===== config.mk =====
export PLATFORM = sky130hd
export DESIGN_NAME = prog_loader
export DESIGN_NICKNAME = d
export VERILOG_FILES = /design/src/rtl/prog_loader.sv
export SDC_FILE = /design/constraint.sdc
export NUM_CORES = 1
export LEC_CHECK = 0
export BUFFER_PORTS_ARGS = -buffer_cell sky130_fd_sc_hd__buf_4
export CORE_MARGIN = 2
export CORE_UTILIZATION = 60
export CTS_CLUSTER_DIAMETER = 40
export DETAILED_ROUTE_END_ITERATION = 8
export PLACE_DENSITY = 0.89
export SYNTH_ARGS = -nofsm -noshare
export SYNTH_HDL_FRONTEND = slang
export SYNTH_SLANG_ARGS = --single-unit

===== constraint.sdc =====
create_clock -name PROG_CLK -period 4.22 [get_ports PROG_CLK]
set_input_delay 0.211 -clock PROG_CLK [delete_from_list [all_inputs] [get_ports PROG_CLK]]
set_output_delay 0.211 -clock PROG_CLK [all_outputs]
set_load 0.03 [all_outputs]

===== src/rtl/prog_loader.sv =====
// prog_loader: framed byte-stream program loader.
// Takes START_BYTE, CNT_HI, CNT_LO, N x (B0,B1,B2), CSUM from a valid/ready
// byte source and writes 18-bit words into program memory while holding the MCU.
// Optional build macro: LOADER_TIMEOUT_EN (inter-byte timeout, aborts to ERR).
//
// state  | meaning
// IDLE   | hunting for START_BYTE, other bytes discarded
// CNT_HI | expecting word-count high byte (bits [2:0] used)
// CNT_LO | expecting word-count low byte, range check 1..2**ADDR_WIDTH
// B0     | expecting word bits [17:16] (byte bits [1:0])
// B1     | expecting word bits [15:8]
// B2     | expecting word bits [7:0]
// WRITE  | one-cycle program-memory write, then next word or checksum
// CSUM   | expecting checksum byte
// DONE   | frame good, raise LOAD_OK, release MCU
// ERR    | frame bad, raise LOAD_ERR, release MCU

module prog_loader #(
  parameter logic [7:0] START_BYTE     = 8'hA5,
  parameter int         ADDR_WIDTH     = 10,
  parameter int         TIMEOUT_CYCLES = 1000000
) (
  input  logic                  PROG_CLK,
  input  logic                  RESET,
  input  logic [7:0]            RX_DATA,
  input  logic                  RX_VALID,
  output logic                  RX_READY,
  output logic                  PROG_WE,
  output logic [ADDR_WIDTH-1:0] PROG_WADDR,
  output logic [17:0]           PROG_WDATA,
  output logic                  MCU_HOLD,
  output logic                  LOAD_OK,
  output logic                  LOAD_ERR
);

  typedef enum logic [3:0] {
    IDLE, CNT_HI, CNT_LO, B0, B1, B2, WRITE, CSUM, DONE, ERR
  } state_t;

  localparam logic [10:0] MAX_WORDS = 11'(1 << ADDR_WIDTH);

  state_t                state_q, state_d;
  logic                  rx_ready_q;
  logic                  we_q;
  logic [ADDR_WIDTH-1:0] addr_q;
  logic [17:0]           wdata_q;
  logic [7:0]            csum_q;
  logic [2:0]            cnt_hi_q;
  logic [10:0]           n_q;
  logic [10:0]           wcnt_q;
  logic [1:0]            b0_q;
  logic [7:0]            b1_q;
  logic                  hold_q, ok_q, err_q;

  logic        xfer;
  logic [10:0] count_w;
  logic        ready_d;

  assign xfer    = RX_VALID && rx_ready_q;
  assign count_w = {cnt_hi_q, RX_DATA};
  assign ready_d = !(state_d inside {WRITE, DONE, ERR});

`ifdef LOADER_TIMEOUT_EN
  localparam int TW = $clog2(TIMEOUT_CYCLES) + 1;
  localparam logic [TW-1:0] TMO_LOAD = TW'(TIMEOUT_CYCLES - 1);

  logic [TW-1:0] tmo_q;
  logic          waiting;

  assign waiting = state_q inside {CNT_HI, CNT_LO, B0, B1, B2, CSUM};

  // Inter-byte down-counter: reloads on every accepted byte and outside the waiting states.
  always_ff @(posedge PROG_CLK) begin
    if (RESET) begin
      tmo_q <= TMO_LOAD;
    end else if (xfer || !waiting) begin
      tmo_q <= TMO_LOAD;
    end else if (tmo_q != '0) begin
      tmo_q <= tmo_q - 1'b1;
    end
  end
`else
  logic [31:0] unused_tmo;
  assign unused_tmo = 32'(TIMEOUT_CYCLES);
`endif

  // Next-state decode for the frame parser.
  always_comb begin
    state_d = state_q;
    case (state_q)
      IDLE:   if (xfer && RX_DATA == START_BYTE) state_d = CNT_HI;
      CNT_HI: if (xfer) state_d = CNT_LO;
      CNT_LO: if (xfer) state_d = (count_w == 11'd0 || count_w > MAX_WORDS) ? ERR : B0;
      B0:     if (xfer) state_d = B1;
      B1:     if (xfer) state_d = B2;
      B2:     if (xfer) state_d = WRITE;
      WRITE:  state_d = (wcnt_q + 11'd1 == n_q) ? CSUM : B0;
      CSUM:   if (xfer) state_d = (RX_DATA == csum_q) ? DONE : ERR;
      DONE:   state_d = IDLE;
      ERR:    state_d = IDLE;
      default: state_d = IDLE;
    endcase
`ifdef LOADER_TIMEOUT_EN
    if (waiting && !xfer && tmo_q == '0) state_d = ERR;
`endif
  end

  // State register, registered handshake/strobe, and frame datapath.
  always_ff @(posedge PROG_CLK) begin
    if (RESET) begin
      state_q    <= IDLE;
      rx_ready_q <= 1'b0;
      we_q       <= 1'b0;
      addr_q     <= '0;
      wdata_q    <= '0;
      csum_q     <= '0;
      cnt_hi_q   <= '0;
      n_q        <= '0;
      wcnt_q     <= '0;
      b0_q       <= '0;
      b1_q       <= '0;
      hold_q     <= 1'b0;
      ok_q       <= 1'b0;
      err_q      <= 1'b0;
    end else begin
      state_q    <= state_d;
      rx_ready_q <= ready_d;
      we_q       <= (state_d == WRITE);
      case (state_q)
        IDLE: if (xfer && RX_DATA == START_BYTE) begin
          ok_q   <= 1'b0;
          err_q  <= 1'b0;
          hold_q <= 1'b1;
          addr_q <= '0;
          csum_q <= '0;
          wcnt_q <= '0;
        end
        CNT_HI: if (xfer) cnt_hi_q <= RX_DATA[2:0];
        CNT_LO: if (xfer) n_q <= count_w;
        B0: if (xfer) begin
          b0_q   <= RX_DATA[1:0];
          csum_q <= csum_q + RX_DATA;
        end
        B1: if (xfer) begin
          b1_q   <= RX_DATA;
          csum_q <= csum_q + RX_DATA;
        end
        B2: if (xfer) begin
          wdata_q <= {b0_q, b1_q, RX_DATA};
          csum_q  <= csum_q + RX_DATA;
        end
        WRITE: begin
          addr_q <= addr_q + 1'b1;
          wcnt_q <= wcnt_q + 11'd1;
        end
        DONE: begin
          ok_q   <= 1'b1;
          hold_q <= 1'b0;
        end
        ERR: begin
          err_q  <= 1'b1;
          hold_q <= 1'b0;
        end
        default: ;
      endcase
    end
  end

  // Gating with RESET kills a write strobe already in flight when reset lands mid-WRITE.
  assign PROG_WE    = we_q && !RESET;
  assign RX_READY   = rx_ready_q;
  assign PROG_WADDR = addr_q;
  assign PROG_WDATA = wdata_q;
  assign MCU_HOLD   = hold_q;
  assign LOAD_OK    = ok_q;
  assign LOAD_ERR   = err_q;

endmodule


==> summary.txt <==
Critical path
  • CP Capture Type: flip-flop
  • Slowest-stage cell, CP: nor4bb_1
  • Critical-path maximum fanout: 13
  • CP Cell Sequence: nor4bb_1 > nand3_1 > o22ai_1 > or2_0 > mux2i_1
  • Worst path required time: 4.47 ns
  • Worst reg2reg setup slack: 1.54 ns
  • Buf/Inv on CP: 0
  • CP arrival: 2.93 ns
  • Worst Path Class, Setup: flip-flop to flip-flop
  • Top delay family on crit path: simple AND/OR/NAND/NOR gates
  • Max incr delay on CP: 0.86 ns
  • Setup crit start kind: flip-flop

Clock network
  • Worst-Skew Late Latency: 0.36 ns
  • # Post-CTS Setup Buffers: 0
  • H-tree depth: 3
  • Clock slew at reported path FFs: 0.09 ns
  • Num CTS Buffers: 9
  • CTS tree: built
  • Sink Count: 80
  • CTS root buffer: clkbuf_8
  • CTS Buffer Depth: 2
  • Post-cts repair resize count: 0
  • Hold Buf Count CTS: 0

Timing
  • Slew headroom: 20.08%
  • Final Cycle Share: 63.57%
  • Final setup TNS: 0 ns
  • Final Skew: 0.007668 ns
  • RSZ-0062 raised after global routing: false
  • Worst-Margin Slew: 1.194 ns
  • Min Clock Period, post-route: 2.683 ns
  • Setup-failing EPs final: 0
  • Worst setup margin: 1.537 ns
  • Fmax: 0.3728 GHz
  • Worst hold margin: 0.1467 ns
  • Fin. Hold Viols: 0
  • Count of pins over their slew limit: 0

Floorplan
  • DIE AREA: 7299 µm²
  • Area of the core: 6386 µm²
  • Die width: 85.44 µm
  • Die span in y: 85.44 µm
  • Initial Util: 62.30%
  • Ports: 44
  • Rows: 29

Synth
  • Synth unique cells: 60
  • Post-synth EDFFs: 0
  • Syn nets: 504
  • Yosys reg bits: 80
  • Mapped Area: 3979 µm²
  • Dominant combinational cell family by area after synthesis: simple AND/OR/NAND/NOR gates
  • Synth Warn #: 0
  • Syn Area/Cell: 8.238 µm²
  • Primary FF master, synth: dfxtp_1
  • Post-synthesis xor/xnor area fraction: 3.962%
  • Post-synth ARST share: 0%
  • Simple-gate portion of the synthesized area: 27.36%
  • Register area share after synthesis: 40.25%
  • Compound-Gate Fraction of Synth Area: 15.66%
  • Syn Inst Count: 483
  • Post-synthesis mux area share: 5.283%
  • Adder-Cell Fraction of Synth Area: 3.333%

Finish
  • Antenna Cells: 0
  • Register area: 1602 µm²
  • Area Growth Syn to Fin: 14.09%
  • Nets: 531
  • Area of the multi-input gates: 2212 µm²
  • Fill cells: 470
  • Post-Route Utilization: 71.08%
  • Layout cells sized above 1: 14.17%
  • Design Area, Final: 4539 µm²
  • Fin cells: 592

GRT
  • Vias in the first global route: 3479
  • Pin count of the biggest net entering global routing: 80
  • Total Routing Usage GR: 27.90%
  • Global-route wire length before repair: 16260 µm
  • Initial antenna violation count: 0
  • Overflow after GRT: 0

Placed design
  • Place WS: 1.591 ns
  • Placer Congestion: 0.9006
  • Placed Cells: 576
  • DP HPWL: 6420 µm
  • Port Buffers: 43
  • Cell Area, Placed: 4289 µm²

Min path
  • HP Class: input pin to flip-flop

Route
  • ANT nets after route: 0
  • DRC viols: 0
  • First-pass detailed-route iteration total: 4
  • Vias: 3630
  • DRT Wirelength: 9707 µm
  • Number of DRC markers in iteration 0: 271
  • Vias per cell: 6.132
  • Wire per inst: 16.40 µm

Status
  • Status: finished clean

Power and ir drop
  • Leak: 1.782 nW
  • Total chip power: 1.517 mW
  • Power Density: 334.1 nW/µm²
  • Max VDD drop: 0.3192 mV

Job
  • Max_cap viols: 0
-- layout make-up --
cell class / count / share of cell area, %
clock inverter: 7 / 2.784
timing repair buffer: 45 / 7.442
inverter: 11 / 0.9096
sequential: 80 / 35.28
clock buffer: 9 / 2.729
tap: 77 / 2.122
multi-input combinational: 363 / 48.73
-- cells in the final DEF (no fill, tap or decap), drive strengths merged, types with 5 or more instances in the layout --
| cell type | Yosys | final |
|---|---|---|
| a21o | 5 | 5 |
| a21oi | 44 | 44 |
| a22oi | 5 | 5 |
| buf | 10 | 45 |
| clkbuf | 19 | 9 |
| dfxtp | 80 | 80 |
| ha | 9 | 9 |
| inv | 11 | 14 |
| mux2i | 21 | 21 |
| nand2 | 59 | 59 |
| nand3 | 25 | 25 |
| nand4 | 7 | 7 |
| nor2 | 60 | 60 |
| nor3 | 14 | 14 |
| nor4 | 8 | 8 |
| o21a | 5 | 5 |
| o21ai | 13 | 13 |
| or3 | 5 | 5 |
| xnor2 | 11 | 11 |
| xor2 | 7 | 7 |
-- tightest hold or removal path, stage by stage --
cell	delay, ns
buf_4	0.14
nand2_1	0.06
a21oi_1	0.05
-- routing by layer --
layer | track usage, % | wire [µm] | up-vias
li1 | - | - | 1764
met1 | 34.53 | 4024 | 1708
met2 | 46.59 | 4832 | 136
met3 | 7.588 | 653 | 22
met4 | 10.10 | 196 | 0
met5 | 0 | 0 | -
-- cells in the mapped netlist, drive strengths merged, types with 4 or more instances --
master	number	area share, %
a22oi	5	0.94
and3	4	0.63
o21ai	13	1.6
buf	10	1.3
xnor2	11	2.4
or3	5	0.79
inv	11	1.0
o211ai	4	0.88
nand3	25	3.1
or2	4	0.63
o21a	5	0.94
a31oi	4	0.63
nand2	59	5.6
dfxtp	80	40
a21o	5	0.94
nor2b	4	0.63
nor3	14	1.8
mux2i	21	5.3
a21oi	44	5.5
clkbuf	19	1.8
nor2	60	5.7
ha	9	2.8
nor4	8	1.6
nand4	7	1.3
xor2	7	1.5
nand3b	4	0.75
-- registers in the layout, summed over array words and instances (netlist names), 2 cells and up --
signal      count
cnt_hi_q        3
b0_q            2
state_q         4
n_q            11
wcnt_q         11
PROG_WADDR     10
csum_q          8
PROG_WDATA     18
b1_q            8
-- power by group --
part	internal (mW)	total (mW)	switching, mW
registers	0.755	0.756	0.00117
clock network	0.401	0.708	0.307
logic	0.0163	0.0531	0.0368
total	1.17	1.52	0.345
-- cell families (layout without fill, tap and decap cells) --
group	after synthesis	count (layout)
AO/OA/AOI/OAI	98	98
flip-flops	80	80
buffers and inverters	40	72
adder cells (fa/ha/maj)	10	10
XOR/XNOR	18	18
AND/OR/NAND/NOR	216	216
multiplexers	21	21
-- path summary, 6_finish.rpt --
path                         startpoint                           to  depth (start not counted)
setup / recovery  state_q[2]$_SDFF_PP0_          RX_READY$_SDFF_PP0_                          5
hold / removal               RX_DATA[4]   PROG_WDATA[4]$_SDFFE_PP0P_                          3
setup reg to reg  state_q[2]$_SDFF_PP0_          RX_READY$_SDFF_PP0_                          5
hold reg to reg    b0_q[0]$_SDFFE_PP0P_  PROG_WDATA[16]$_SDFFE_PP0P_                          2
No activity file was read; power rests on OpenSTA's default activity.
